**src/rtl/clk_divider_nch.sv**
```systemverilog
// NUM_CH independent glitch-free integer clock dividers (any N >= 2) with clk_in-domain tick strobes.
// Ratio reloads and enable changes land only on period wraps; an invalid applied ratio parks the channel.
module clk_divider_nch #(
  parameter int COUNTER_WIDTH = 8,
  parameter int NUM_CH        = 4,
  parameter int RESET_DIV     = 2
) (
  input  logic                            clk_in,
  input  logic                            rst_n,
  input  logic [NUM_CH-1:0]               en,
  input  logic [NUM_CH*COUNTER_WIDTH-1:0] div_N,
  input  logic                            load,
  output logic [NUM_CH-1:0]               clk_out,
  output logic [NUM_CH-1:0]               tick,
  output logic [NUM_CH-1:0]               pend,
  output logic [NUM_CH-1:0]               cfg_err
);
  localparam int W = COUNTER_WIDTH;
  localparam logic [W-1:0] ONE       = W'(1);
  localparam logic [W-1:0] TWO       = W'(2);
  localparam logic [W-1:0] RST_RATIO = W'(RESET_DIV);

  typedef enum logic {IDLE, RUN} state_t;

  for (genvar c = 0; c < NUM_CH; c++) begin : g_ch
    state_t       state_q, state_d;
    logic [W-1:0] phase_q, phase_d;
    logic [W-1:0] ratio_q, ratio_d;
    logic [W-1:0] pratio_q, pratio_d;
    logic         pend_q, pend_d;
    logic         err_q, err_d;
    logic         clk_q, clk_d;
    logic         tick_q, tick_d;
    logic [W-1:0] high_len;
    logic [W-1:0] phase_inc;
    logic         wrap;
    logic         apply;

    // ceil(N/2) without widening, so N = 2^W-1 does not overflow
    assign high_len  = (ratio_q >> 1) + {{(W-1){1'b0}}, ratio_q[0]};
    assign phase_inc = phase_q + ONE;
    assign wrap      = (state_q == RUN) && (phase_q == ratio_q - ONE);
    assign apply     = pend_q && ((state_q == IDLE) || wrap);

    always_ff @(posedge clk_in or negedge rst_n) begin
      if (!rst_n) begin
        state_q  <= IDLE;
        phase_q  <= '0;
        ratio_q  <= RST_RATIO;
        pratio_q <= RST_RATIO;
        pend_q   <= 1'b0;
        err_q    <= 1'b0;
        clk_q    <= 1'b0;
        tick_q   <= 1'b0;
      end else begin
        state_q  <= state_d;
        phase_q  <= phase_d;
        ratio_q  <= ratio_d;
        pratio_q <= pratio_d;
        pend_q   <= pend_d;
        err_q    <= err_d;
        clk_q    <= clk_d;
        tick_q   <= tick_d;
      end
    end

    always_comb begin
      state_d  = state_q;
      phase_d  = phase_q;
      ratio_d  = ratio_q;
      pratio_d = pratio_q;
      pend_d   = pend_q;
      err_d    = err_q;
      clk_d    = 1'b0;
      tick_d   = 1'b0;

      // The wrap consumes the value held before this edge; a same-edge load stays pending.
      if (apply) begin
        ratio_d = pratio_q;
        pend_d  = 1'b0;
        if (pratio_q < TWO) err_d = 1'b1;
      end
      if (load) begin
        pratio_d = div_N[c*W +: W];
        pend_d   = 1'b1;
      end

      case (state_q)
        IDLE: begin
          phase_d = '0;
          if (en[c] && (ratio_d >= TWO)) begin
            state_d = RUN;
            clk_d   = 1'b1;
            tick_d  = 1'b1;
          end
        end
        RUN: begin
          if (wrap) begin
            phase_d = '0;
            if (en[c] && (ratio_d >= TWO)) begin
              clk_d  = 1'b1;
              tick_d = 1'b1;
            end else begin
              state_d = IDLE;
            end
          end else begin
            phase_d = phase_inc;
            clk_d   = (phase_inc < high_len);
          end
        end
        default: state_d = IDLE;
      endcase
    end

    assign clk_out[c] = clk_q;
    assign tick[c]    = tick_q;
    assign pend[c]    = pend_q;
    assign cfg_err[c] = err_q;
  end

endmodule

```
**config.mk**
```make
export PLATFORM = sky130hd
export DESIGN_NAME = clk_divider_nch
export DESIGN_NICKNAME = d
export VERILOG_FILES = /design/src/rtl/clk_divider_nch.sv
export SDC_FILE = /design/constraint.sdc
export NUM_CORES = 1
export LEC_CHECK = 0
export ABC_AREA = 1
export BUFFER_PORTS_ARGS = -buffer_cell sky130_fd_sc_hd__buf_2
export CAP_MARGIN = 25
export CORE_MARGIN = 10
export CORE_UTILIZATION = 45
export CTS_BUF_LIST = sky130_fd_sc_hd__clkbuf_4 sky130_fd_sc_hd__clkbuf_8
export DETAILED_ROUTE_END_ITERATION = 10
export HOLD_SLACK_MARGIN = 0.12
export MAX_ROUTING_LAYER = met4
export PLACE_DENSITY = 0.69
export SYNTH_ARGS = -nofsm -noshare
export SYNTH_HDL_FRONTEND = slang
export SYNTH_SLANG_ARGS = --single-unit
```
**constraint.sdc**
```tcl
create_clock -name clk_in -period 3.2 [get_ports clk_in]
set_input_delay 0.64 -clock clk_in [delete_from_list [all_inputs] [get_ports clk_in]]
set_output_delay 0.64 -clock clk_in [all_outputs]
set_load 0.05 [all_outputs]
```
# After elaboration in Yosys (flattened, before gate mapping)

Cells that the tools add are included.

Bits in latches: 0
Output and inout bits: 16
Memory bits (read-only): 0
Logic and storage cells: 136
Bits in writable memories: 0
Register bits: 116
Memories kept: 0

Reduce and logical (&&, ||, !) cells: 24
Bitwise logic cells: 4
Equality and inequality tests: 4
Div/mod/pow operators: 0
Multiply operators: 0
Muxes and demuxes: 48
Magnitude comparators: 12
Add/sub/neg operators: 12
Shifts and indexed selects: 0

Operator list:

| cell                                                                  | number |
|---|---|
| 8-bit two-way mux                                                     | 8 |
| 8-bit one-hot mux with 2 select lines                                 | 4 |
| 7-bit by 1-bit adder with 8-bit output                                | 4 |
| 8-bit by 1-bit adder with 8-bit output, second input constant         | 4 |
| 8-bit == test                                                         | 4 |
| 8-bit by 2-bit >= comparator with 1-bit output, second input constant | 4 |
| 8-bit by 2-bit < comparator with 1-bit output, second input constant  | 4 |
| 8-bit < comparator                                                    | 4 |
| 8-bit by 1-bit subtractor with 8-bit output, second input constant    | 4 |
| 1-bit two-way mux                                                     | 24 |
| 1-bit one-hot mux with 2 select lines                                 | 12 |
| 1-bit logical AND                                                     | 12 |
| 2-bit AND reduction                                                   | 4 |
| 2-bit nonzero test                                                    | 4 |
| 1-bit logical OR                                                      | 4 |
| 1-bit inverter                                                        | 4 |

# Longest topological paths before layout

Depth in word-level cells: 11
Mapped depth: 21
Depth with buffers taken out: 20

# Worst setup path before layout

OpenSTA, ideal clock, no wires.

Kind: flip-flop to flip-flop
Start point: reg g_ch[0].ratio_q[1]
End point: reg g_ch[0].clk_q
Data required time: 3.080 ns
Buffers on the path: 1
Slack: 0.968 ns
Clock period less this slack: 2.232 ns
Arrival time: 2.112 ns
Cell stages (with the launch flop): 20
Library setup time: 0.120 ns
Cell sequence: dfstp_2 > inv_1 > ha_1 > nand2_1 > inv_1 > nor2_1 > nand2_1 > nor2_1 > nand3_1 > nor2_1 > nand3_2 > nand2_4 > nand2_2 > buf_6 > nand2_1 > o21ai_2 > nor2_1 > nand2_1 > nand3_1 > nand2_1

Word-level cells in the longest chain between the ends: 11
Elaborated cells between the ends (all ways): 13
Classes of those cells: add/sub: 2; order compare: 2; eq/ne: 1; mux: 4; reduce/logical: 4

Ends and longest elaborated chain:

| item                                               | line    | RTL |
|---|---|---|
| start: declaration                                 | 28      | `logic [W-1:0] ratio_q, ratio_d;` |
| start signal: assignment                           | 58      | `ratio_q <= ratio_d;` |
| 8-bit by 1-bit subtractor with 8-bit output        | 42      | `assign wrap = (state_q == RUN) && (phase_q == ratio_q - ONE);` |
| 8-bit == test                                      | 42      |  |
| 1-bit logical AND                                  | 42      |  |
| 1-bit logical OR                                   | 43      | `assign apply = pend_q && ((state_q == IDLE) \|\| wrap);` |
| 1-bit logical AND                                  | 43      |  |
| 8-bit two-way mux (*)                              | 78      | `if (apply) begin` |
| named net g_ch[0].ratio_d[1]                       | 28      |  |
| 8-bit by 2-bit >= comparator with 1-bit output (*) | 91, 100 |  |
| 1-bit logical AND (*)                              | 91, 100 |  |
| 1-bit two-way mux (*)                              | 91, 100 |  |
| 1-bit two-way mux                                  | 98      | `if (wrap) begin` |
| 1-bit one-hot mux with 2 select lines (*)          | 88      | `case (state_q)` |
| named net g_ch[0].clk_d                            | 32      | `logic clk_q, clk_d;` |
| end signal: assignment                             | 62      | `clk_q <= clk_d;` |
| end: declaration                                   | 32      |  |

Mark *: on every way through the listed nets, which the timed path passes. The rest lies on a longest branch.
A chain may end at the register's enable or synchronous reset.

# Worst setup path after layout

Start point: reg g_ch[3].ratio_q[1]
End point: reg g_ch[3].clk_q

Word-level cells in the longest chain between the ends: 11
Elaborated cells between the ends (all ways): 13
Classes of those cells: add/sub: 2; order compare: 2; eq/ne: 1; mux: 4; reduce/logical: 4

Ends and longest elaborated chain:

| item                                           | line |
|---|---|
| start: declaration                             | 28 |
| start signal: assignment                       | 58 |
| 8-bit by 1-bit subtractor with 8-bit output    | 42 |
| 8-bit == test                                  | 42 |
| 1-bit logical AND                              | 42 |
| 1-bit logical OR                               | 43 |
| 1-bit logical AND                              | 43 |
| 8-bit two-way mux                              | 78 |
| 8-bit by 2-bit >= comparator with 1-bit output | 91, 100 |
| 1-bit logical AND                              | 91, 100 |
| 1-bit two-way mux                              | 91, 100 |
| 1-bit two-way mux                              | 98 |
| 1-bit one-hot mux with 2 select lines (*)      | 88 |
| named net g_ch[3].clk_d                        | 32 |
| end signal: assignment                         | 62 |
| end: declaration                               | 32 |

Marks and branches as above.

==> results.sh <==
export IMPL_run_status="complete, no violations"
export IMPL_die_h_um=146
export IMPL_period_share=0.840
export IMPL_peakVddDrop_mv=0.244
export IMPL_cts_max_level=4
export IMPL_drt_drc_violations_left=0
export IMPL_die_w_um=146
export IMPL_synth_top_area_share=0.377
export IMPL_period_needed_ps=2690
export IMPL_vias=5556
export IMPL_setup_viol=0
export IMPL_grt_overflow=0
export IMPL_finalMaxSlewViolations=0
export IMPL_ys_top_cells_by_area="dfrtp_1 38%, nand2_1 12%, ha_1 7.7%"
export IMPL_power_leakage_uw=0.00439
export IMPL_critPathKind="reg2reg"
export IMPL_rsz0062_at_grt="no"
export IMPL_max_slew_worst_pin_slew_ps=579
export IMPL_maxCapViolations=0
export IMPL_cts_made_buffers=17
export IMPL_critPathLaunchType="register"
export IMPL_timing_critical_path_required_ps=3540
export IMPL_cts_sinks=116
export IMPL_rr_worst_depth=18
export IMPL_synth_distinct_cells=34
export IMPL_drt_wl_total_um=14600
export IMPL_synth_flop_cell="dfrtp_1"
export IMPL_critPathCaptureType="register"
export IMPL_fin_setup_tns_ps=0
export IMPL_drtPass1Iterations=6
export IMPL_post_cts_buffers=0
export IMPL_dpl_hpwl_um=11100
export IMPL_grt_pass1_vias=5538
export IMPL_ys_warn_count=0
export IMPL_path_max_fanout=18
export IMPL_ant_nets=0
export IMPL_num_io_pins=55
export IMPL_max_freq_mhz=372
export IMPL_core_mm2=0.0158
export IMPL_hold_class="in2reg"
export IMPL_r2r_slack_ps=510
export IMPL_drive_gt1_frac=0.130
export IMPL_die_area_mm2=0.0214
export IMPL_arrival_ps=3030
export IMPL_initial_core_util=0.455
export IMPL_grt_max_degree=89
export IMPL_grt_pass1_wl_um=25800
export IMPL_io_buffer_count=54
export IMPL_vias_per_cell=4.67
export IMPL_nNetsFinal=1044
export IMPL_slew_headroom=0.614
export IMPL_min_to="g_ch[3].pratio_q[7]$_DFFE_PN0P_"
export IMPL_worstHoldPathCells=3
export IMPL_yosysTopAreaCell="dfrtp_1"
export IMPL_synthTopCellsByCount="220 x nand2_1, 146 x inv_1, 108 x dfrtp_1"
export IMPL_drtIter0Drc=372
export IMPL_diodes=0
export IMPL_track_usage=0.150
export IMPL_r2r_start="g_ch[3].ratio_q[1]$_DFF_PN1_"
export IMPL_hold_violations=0
export IMPL_ys_ff_latch=116
export IMPL_power_density_mw_per_mm2=388
export IMPL_area_growth_pct=10.3
export IMPL_cts_tree="done"
export IMPL_skew_ps=9.00
export IMPL_antenna_found_initial=0
export IMPL_synth_cells=926
export IMPL_hp_start="div_N[31]"
export IMPL_synth_enable_flop_cells=0
export IMPL_rows=46
export IMPL_final_core_util=0.502
export IMPL_syn_num_nets=1009
export IMPL_timing_rr_end="g_ch[3].clk_q$_DFF_PN0_"
export IMPL_syn_area_per_cell_um2=7.74
export IMPL_synth_area_mm2=0.00717
export IMPL_cts_root_buffer="clkbuf_8"
export IMPL_yosysSeqAreaShare=0.406
export IMPL_gp_congestion=0.874
export IMPL_cts_max_path_buffers=2
export IMPL_async_flop_share=1.00
export IMPL_path_clk_slew_ps=70
export IMPL_wl_per_cell_um=12.2
export IMPL_synth_most_common_cell="nand2_1"
export IMPL_clock_latency_ps=450
[repair_timing]
action / in CTS / in global routing
hold buffers: 1 / 0
gates resized for setup: 0 / 0
endpoints found under the hold margin: 26 / 0
[state kept, by name, summed over array words and instances (netlist names)]
name / cells
g_ch.clk_q: 4
g_ch.ratio_q: 32
g_ch.err_q: 4
g_ch.state_q: 4
g_ch.tick_q: 4
g_ch.phase_q: 32
g_ch.pend_q: 4
g_ch.pratio_q: 32
[placed cells by master, fill, tap and decap left out, types with 19 or more instances in the layout]
master / instances
inv_1: 146
nand2_1: 220
ha_1: 44
nand3_1: 69
o21ai_0: 43
clkbuf_8: 19
nor2_1: 97
dfrtp_1: 108
xor2_1: 51
buf_2: 53
[stage by stage]
step | worst slack [ps] | cell area [um2] | hold slack (ps) | total power, uW | cells
floorplan | 968 | 7170 | 344 | 1600 | 926
global placement | 647 | 7490 | 450 | 1670 | 1157
detailed placement | 553 | 7490 | 460 | 1680 | 1157
CTS | 540 | 7910 | 362 | 3120 | 1190
global route | 135 | 7910 | 377 | 3200 | 1190
finish | 511 | 7910 | 387 | 3070 | 1190
[power breakdown]
part           leakage [uW]  total, uW  switching [uW]  internal [uW]
Combinational       0.00274        124            85.4           39.0
Clock              0.000213       1430             597            829
Sequential          0.00144       1520            13.4           1510
[worst max-delay path, stage by stage, from the launching register on]
cell and delay, ps:
dfstp_2 550, inv_1 60, ha_1 310, nand2_1 70
inv_1 40, nor2_1 70, nand2_1 50, nor2_1 110
nand3_1 80, nor2_1 90, nand3_1 110, nand2_2 320
nand3_1 180, nand2_1 120, nand2_1 60, nor2_1 100
nand2_1 90, nand3_1 90, nand2_1 60
[logic make-up (layout without fill, tap and decap cells)]
family	after synthesis	after routing	synth area share
buffers and inverters	194	242	0.116
and+or+nand+nor	436	436	0.264
AOI/OAI and AO/OA	70	70	0.0550
adders and majority gates	44	44	0.0768
DFF	116	116	0.406
xor gates and xnor gates	66	66	0.0825
[area by class of cell]
cell class              count  area [um2]
clock inverters            10         130
well taps                 216         270
repair buffers             57         310
fillers                  1547        7860
inverters                 153         574
flip-flops and latches    116        2910
multi-input cells         616        3430
clock buffers              22         284
[worst max path at each step]
stage,start,to,slack (ps),depth (start not counted)
2_1_floorplan,g_ch[0].ratio_q[1]$_DFF_PN1_,g_ch[0].clk_q$_DFF_PN0_,970,19
3_3_place_gp,g_ch[3].ratio_q[1]$_DFF_PN1_,g_ch[3].clk_q$_DFF_PN0_,650,18
3_5_place_dp,g_ch[3].ratio_q[1]$_DFF_PN1_,g_ch[3].clk_q$_DFF_PN0_,550,18
4_1_cts,g_ch[3].ratio_q[1]$_DFF_PN1_,g_ch[3].clk_q$_DFF_PN0_,540,18
5_1_grt,g_ch[3].ratio_q[0]$_DFF_PN0_,g_ch[3].clk_q$_DFF_PN0_,130,18
6_report,g_ch[3].ratio_q[1]$_DFF_PN1_,g_ch[3].clk_q$_DFF_PN0_,510,18
[metal layers]
| layer | track usage | wire length [um] |
|---|---|---|
| met1 | 0.180 | 6880 |
| met2 | 0.239 | 6890 |
| met3 | 0.0374 | 613 |
| met4 | 0.0556 | 180 |
| met5 | - | 0 |
(Power assumes the default switching activity.)
